<file path="src/rtl/jtag_frame_assembler.sv">
// Double-buffered frame capture between the JTAG register bank and the SNN core.
// Beats of WORDS_PER_BEAT words arrive on rising edges of a synchronised NEXT
// strobe and fill a shadow frame; a completed frame is committed to oFRAME
// with a one-cycle oSTART as soon as the consumer is idle.
//
// Handshake: the host may deliver a beat whenever oREADY is high; a beat that
// arrives while oREADY is low (a finished frame is waiting for the consumer)
// is dropped and flagged on oOVERFLOW. oSTART is a single-cycle pulse with no
// acknowledge; the consumer signals it is done by dropping iSNN_BUSY.
module jtag_frame_assembler #(
  parameter int WORD_W         = 32,
  parameter int WORDS_PER_BEAT = 14,
  parameter int FRAME_BITS     = 800,
  localparam int BEAT_W        = WORD_W * WORDS_PER_BEAT,
  localparam int BEATS         = (FRAME_BITS + BEAT_W - 1) / BEAT_W,
  localparam int CNT_W         = $clog2(BEATS + 1)
) (
  input  logic                  iCLK,
  input  logic                  iRESET,
  input  logic [BEAT_W-1:0]     iDATA,
  input  logic                  iNEXT,
  input  logic                  iLAST,
  input  logic                  iSNN_BUSY,
  input  logic                  iCLR_ERR,
  output logic [FRAME_BITS-1:0] oFRAME,
  output logic                  oSTART,
  output logic                  oREADY,
  output logic [CNT_W-1:0]      oBEATS,
  output logic                  oOVERFLOW,
  output logic                  oSHORT
);

  // Beat-aligned scratch width; anything above FRAME_BITS is thrown away.
  localparam int SH_W = BEATS * BEAT_W;
  localparam logic [CNT_W-1:0] LAST_IDX = CNT_W'(BEATS - 1);

  typedef enum logic {
    FILL = 1'b0,
    PEND = 1'b1
  } state_t;

  state_t                  state;
  state_t                  state_nxt;
  logic                    sync1;
  logic                    sync2;
  logic                    sync3;
  logic                    beat_evt;
  logic [CNT_W-1:0]        rBEAT;
  logic [CNT_W-1:0]        cnt_nxt;
  logic [FRAME_BITS-1:0]   shadow;
  logic [SH_W-1:0]         shadow_wr;
  logic                    short_pend;
  logic                    short_nxt;
  logic                    beat_ok;
  logic                    complete;
  logic                    commit;
  logic                    drop;

  // Bring the quasi-static NEXT level into the clock domain and keep one extra
  // delayed copy for rising-edge detection.
  always_ff @(posedge iCLK or posedge iRESET) begin
    if (iRESET) begin
      sync1 <= 1'b0;
      sync2 <= 1'b0;
      sync3 <= 1'b0;
    end else begin
      sync1 <= iNEXT;
      sync2 <= sync1;
      sync3 <= sync2;
    end
  end

  assign beat_evt = sync2 & ~sync3;
  assign oREADY   = (state == FILL);

  // State register.
  always_ff @(posedge iCLK or posedge iRESET) begin
    if (iRESET) state <= FILL;
    else        state <= state_nxt;
  end

  // Next state and per-cycle control: accept, complete, commit or drop a beat.
  always_comb begin
    state_nxt = state;
    beat_ok   = 1'b0;
    complete  = 1'b0;
    commit    = 1'b0;
    drop      = 1'b0;
    case (state)
      FILL: begin
        if (beat_evt) begin
          beat_ok  = 1'b1;
          complete = (rBEAT == LAST_IDX) || iLAST;
          if (complete) begin
            if (iSNN_BUSY) state_nxt = PEND;
            else           commit    = 1'b1;
          end
        end
      end
      PEND: begin
        drop = beat_evt;
        if (!iSNN_BUSY) begin
          commit    = 1'b1;
          state_nxt = FILL;
        end
      end
      default: state_nxt = FILL;
    endcase
  end

  // Shadow contents after this cycle's beat (if any) has been written.
  always_comb begin
    shadow_wr                   = '0;
    shadow_wr[FRAME_BITS-1:0]   = shadow;
    if (beat_ok) begin
      for (int b = 0; b < BEATS; b++) begin
        if (rBEAT == CNT_W'(b)) shadow_wr[b*BEAT_W +: BEAT_W] = iDATA;
      end
    end
  end

  assign cnt_nxt   = beat_ok ? rBEAT + CNT_W'(1) : rBEAT;
  // An early end only counts as short if it came before the natural last beat.
  assign short_nxt = complete ? (iLAST && (rBEAT != LAST_IDX)) : short_pend;

  generate
    if (SH_W > FRAME_BITS) begin : g_tail
      logic unused_tail;
      assign unused_tail = ^shadow_wr[SH_W-1:FRAME_BITS];
    end
  endgenerate

  // Shadow fill and commit into the frame seen by the network.
  always_ff @(posedge iCLK or posedge iRESET) begin
    if (iRESET) begin
      oFRAME     <= '0;
      oBEATS     <= '0;
      oSTART     <= 1'b0;
      shadow     <= '0;
      rBEAT      <= '0;
      short_pend <= 1'b0;
    end else begin
      oSTART <= commit;
      if (commit) begin
        oFRAME     <= shadow_wr[FRAME_BITS-1:0];
        oBEATS     <= cnt_nxt;
        shadow     <= '0;
        rBEAT      <= '0;
        short_pend <= 1'b0;
      end else begin
        shadow <= shadow_wr[FRAME_BITS-1:0];
        rBEAT  <= cnt_nxt;
        if (complete) short_pend <= short_nxt;
      end
    end
  end

  // Sticky status; a new event in the same cycle as a clear takes priority.
  always_ff @(posedge iCLK or posedge iRESET) begin
    if (iRESET) begin
      oOVERFLOW <= 1'b0;
      oSHORT    <= 1'b0;
    end else begin
      if (drop)          oOVERFLOW <= 1'b1;
      else if (iCLR_ERR) oOVERFLOW <= 1'b0;
      if (commit && short_nxt) oSHORT <= 1'b1;
      else if (iCLR_ERR)       oSHORT <= 1'b0;
    end
  end

endmodule

</file>
<file path="config.mk">
export PLATFORM = sky130hd
export DESIGN_NAME = jtag_frame_assembler
export DESIGN_NICKNAME = d
export VERILOG_FILES = /design/src/rtl/jtag_frame_assembler.sv
export SDC_FILE = /design/constraint.sdc
export NUM_CORES = 2
export LEC_CHECK = 0
export CORE_AREA = 2 2 490 492
export CTS_CLUSTER_DIAMETER = 80
export DETAILED_ROUTE_END_ITERATION = 12
export DIE_AREA = 0 0 492 494
export SYNTH_ARGS = -nofsm -noshare
export SYNTH_HDL_FRONTEND = slang
export SYNTH_SLANG_ARGS = --single-unit
</file>
<file path="constraint.sdc">
create_clock -name iCLK -period 77.1 [get_ports iCLK]
set_input_delay 15.42 -clock iCLK [delete_from_list [all_inputs] [get_ports iCLK]]
set_output_delay 15.42 -clock iCLK [all_outputs]
set_load 0.01 [all_outputs]
</file>
-- Yosys cells after proc, flatten, opt, wreduce, memory -nomap -nowiden
Cells that the tools add are included.
W data, S select, Z words.
- input bits: 454
- register bits after elaboration: 1612
- output and inout port bits: 806
- logic and storage cells: 50
- multiplexer cells: 25
- $add $sub $neg: 1
- bitwise gates (word level): 3
- equality and inequality tests: 2
- reductions and logical operators: 7
- operators with widths (operator ; number):
    $mux W800 ; 2
    $mux W448 ; 1
    $mux W352 ; 1
    $mux W1 ; 17
    $reduce_bool A2 Y1 ; 3
    $mux W2 ; 2
    $pmux W1 S2 ; 2
    $add A2 B1 Y2 const B ; 1
    $eq A2 B1 Y1 const B ; 1
    $logic_and A1 B1 Y1 ; 2
    $logic_not A2 Y1 ; 1
    $ne A2 B1 Y1 const B ; 1
    $not A1 Y1 ; 2
    $and A1 B1 Y1 ; 1
    $logic_or A1 B1 Y1 ; 1

-- Longest topological paths before layout
- depth in word-level cells: 7
- mapped depth: 11
- mapped depth without buffers: 7

-- Worst setup path before layout
No wires, ideal clock.
- kind: input to register
- start: input iLAST
- end: register shadow[468]
- data arrival time: 16.739 ns
- cell stages on the path: 9
- library setup time: 0.071 ns
- required time: 77.029 ns
- slack: 60.289 ns
- path buffers: 4
- cell sequence: or2_1 a21oi_2 or2_1 buf_2 inv_2 buf_4 buf_2 buf_2 nor2_1
- cells in the longest elaborated chain, start to end: 5
- RTL lines (what ; line ; source):
    start, declared ; 22 ; input logic iLAST,
    $logic_or A1 B1 Y1 ; 93 ; complete = (rBEAT == LAST_IDX) || iLAST;
    $mux W1 ; 94 ; if (complete) begin
    $mux W1 ; 91 ; if (beat_evt) begin
    $pmux W1 S2 ; 89 ; case (state)
    $mux W800 ; 144 ; if (commit) begin
    end signal, assigned ; 151 ; shadow <= shadow_wr[FRAME_BITS-1:0];
    end, declared ; 50 ; logic [FRAME_BITS-1:0] shadow;
Every way passes these cells.
A chain may end at the register's enable or synchronous reset.

==> impl_metrics.py <==
metrics = {
    "critical_path": {
        "crit_fanout": 113,
        "reg2regPathDepth": 8,
        "worstReg2RegStart": "state$_DFF_PP0_",
        "start_kind": "input pin",
        "r2r_end": "oFRAME[679]$_DFFE_PP0P_",
        "end_kind": "async pin",
        "reg2reg_slack_ns": 71.21,
        "crit_arrival_ns": 22.04,
        "crit_end": "shadow[160]$_DFF_PP0_",
        "critical_path_class": "input pin to async pin",
        "crit_chain": "clkdlybuf4s50_1 > inv_8 > buf_4 > buf_4 > buf_4 > buf_4 > buf_4 > buf_4 > buf_4",
        "critPathMostFrequentCell": "buf_4",
        "required_ns": 77.89,
        "critical_path.slowest_cell": "buf_4",
        "cpPeakStageDelay_ns": 0.89,
        "worstSetupStartpoint": "iRESET",
    },
    "clocking": {
        "cts_setup_buffers": 0,
        "clock_sinks": 1612,
        "hold_buffers": 0,
        "cts_buffers": 175,
        "cts-resized-gates": 0,
        "htree_levels": 4,
        "root_buffer": "clkbuf_16",
        "cts_tree": "yes",
        "clk_path_buf_depth": 3,
        "clkTransAtPathRegs_ns": 0.06,
        "clk_latency_ns": 0.82,
    },
    "floorplanning": {
        "fp.dieH_um": 494,
        "floorplan.initialDensity_pct": 27.1,
        "design.die.area_um2": 243000,
        "die_x_um": 492,
        "num_rows": 179,
        "design.portCount": 1260,
        "coreArea_um2": 237000,
    },
    "logic_synthesis": {
        "ys_async_sr_fraction_pct": 100,
        "synth_cell_types": 26,
        "avgSynthCellArea_um2": 11.2,
        "syn-cell-area_um2": 64200,
        "yosys_warnings": 0,
        "synth-edff-count": 0,
        "ys_seq_elements": 1612,
        "postSynthCellCount": 5760,
        "ys_seq_area_share_pct": 62.8,
        "ys.flop_type": "dfrtp_1",
        "syn_nets": 6216,
    },
    "global_route": {
        "globalRouteTotalUtil_pct": 17.9,
        "overflow": 0,
        "grt_max_degree": 169,
        "grt_pass1_wl_um": 333000,
        "grt_pass1_vias": 49300,
        "antenna_found_initial": 50,
    },
    "sta": {
        "fin_setup_tns_ns": 0,
        "drv_slew": 0,
        "setup-violations-final": 0,
        "relSlewSlack_pct": 10.5,
        "post-route-period-util_pct": 27.6,
        "finalHoldViolCount": 0,
        "worst_pin_slew_ns": 1.34,
        "period_minus_slack_ns": 21.26,
        "finClkSkew_ns": 0.0635,
        "fmax_mhz": 47.0,
        "rsz0062_at_grt": "no",
    },
    "routing": {
        "firstDrtPassIters": 8,
        "drt_iter0_markers": 3468,
        "wirelength_um": 225000,
        "wl_per_cell_um": 22.3,
        "drt-vias-per-instance": 4.84,
        "drc": 0,
        "num_vias": 49000,
        "ant_nets": 0,
    },
    "placement": {
        "portBuffers": 1259,
        "routabilityCongestion": 0.862,
        "dp_hpwl_um": 154000,
    },
    "finish": {
        "area_growth_syn_to_layout_pct": 32.6,
        "layout-drive-gt1-share_pct": 12.3,
        "fill_cells": 23500,
        "fin_nets": 7248,
        "layout_common_cells": "1,612 x dfrtp_1, 1,258 x clkdlybuf4s50_1, 897 x nand2_1, 450 x a21oi_1",
        "final_common_cell": "dfrtp_1",
        "fin_util_pct": 35.9,
    },
    "power_and_ir_drop": {
        "power_leakage_nw": 35.1,
        "finalPower_mw": 3.60,
        "max-vdd-ir-drop_mv": 0.0253,
        "powerDensity_nw_per_um2": 42.2,
    },
    "min_path": {
        "hold_class": "flip-flop to flip-flop",
    },
    "job": {
        "cap_violations": 0,
    },
    "run_status": {
        "outcome": "complete, no violations",
    },
}
## synthesized netlist by cell type (2+ instances only)
cell | instances | area share (%)
buf_4 | 5 | 0.058
inv_1 | 6 | 0.035
buf_2 | 152 | 1.2
o21ai_0 | 359 | 2.8
dfrtp_1 | 1612 | 63
buf_1 | 22 | 0.13
mux2_2 | 44 | 0.77
a31oi_1 | 448 | 4.4
nor2b_1 | 2 | 0.019
a21oi_1 | 450 | 3.5
and2_1 | 24 | 0.23
buf_6 | 38 | 0.67
clkbuf_1 | 272 | 1.6
o21ai_1 | 306 | 2.4
nand2_1 | 898 | 5.2
nor2_1 | 334 | 2.0
or2_1 | 2 | 0.019
o21ba_2 | 448 | 7.0
ha_1 | 2 | 0.039
mux2i_1 | 330 | 5.1
## power breakdown
group	total (mW)	switching (mW)	internal (mW)
sequential	1.38	0.163	1.22
clock	0.858	0.355	0.503
combinational	1.36	0.675	0.681
total	3.60	1.19	2.40
## per-layer routing
layer  share of wire, %  vias up  GRT usage [%]
met5              0.093        -              0
met4                3.1       28           6.03
met3                9.5      329           6.66
met2                 46     1625           27.9
met1                 41    24900           22.7
li1                   -    22100              -
## worst min-delay path by stage
stage / slack, ns / endpoint / startpoint / depth (start not counted)
after floorplan: 0.33 / sync2$_DFF_PP0_ / sync1$_DFF_PP0_ / 0
after global placement: 0.34 / sync2$_DFF_PP0_ / sync1$_DFF_PP0_ / 0
after detailed placement: 0.34 / sync2$_DFF_PP0_ / sync1$_DFF_PP0_ / 0
after CTS: 0.36 / sync2$_DFF_PP0_ / sync1$_DFF_PP0_ / 0
after global routing: 0.37 / sync2$_DFF_PP0_ / sync1$_DFF_PP0_ / 0
final: 0.35 / sync2$_DFF_PP0_ / sync1$_DFF_PP0_ / 0
## through the flow
stage / setup slack [ns] / hold WS (ns) / instance area [um^2] / cells
floorplan: 16.19 / 0.331 / 64200 / 5760
global placement: 54.91 / 0.343 / 79200 / 9782
detailed placement: 54.69 / 0.339 / 79200 / 9782
CTS: 55.60 / 0.355 / 85100 / 10100
global route: 54.86 / 0.373 / 85200 / 10100
finish: 55.84 / 0.354 / 85200 / 10100
## cell families after synthesis
family / count (synthesis) / synth area share (%)
fa+ha+maj: 2 / 0.0390
buf+inv: 496 / 3.67
xor+xnor: 1 / 0.0136
compound gates: 2013 / 20.1
flops: 1612 / 62.8
mux: 374 / 5.91
simple gates: 1262 / 7.50
## flip-flops by register name, indices dropped and copies added, names as in the netlist, 2 cells and up
| signal | flops |
|---|---|
| oBEATS | 2 |
| oFRAME | 800 |
| rBEAT | 2 |
| shadow | 800 |
## critical path, delay by kind of cell
family,cells,cell delay (ns)
buffers and inverters,9,6.27
## area by class of cell
type | instances | area (um^2) | share of cell area [%]
multi-input cells | 3652 | 21600 | 25.3
clock buffers | 269 | 5290 | 6.21
inverters | 7 | 41.3 | 0.0485
clock inverters | 43 | 623 | 0.732
flip-flops and latches | 1612 | 40300 | 47.4
diodes | 29 | 72.6 | 0.0852
repair buffers | 1344 | 13300 | 15.6
well taps | 3167 | 3960 | 4.65
Note: power is estimated with default switching activity, not from simulation.
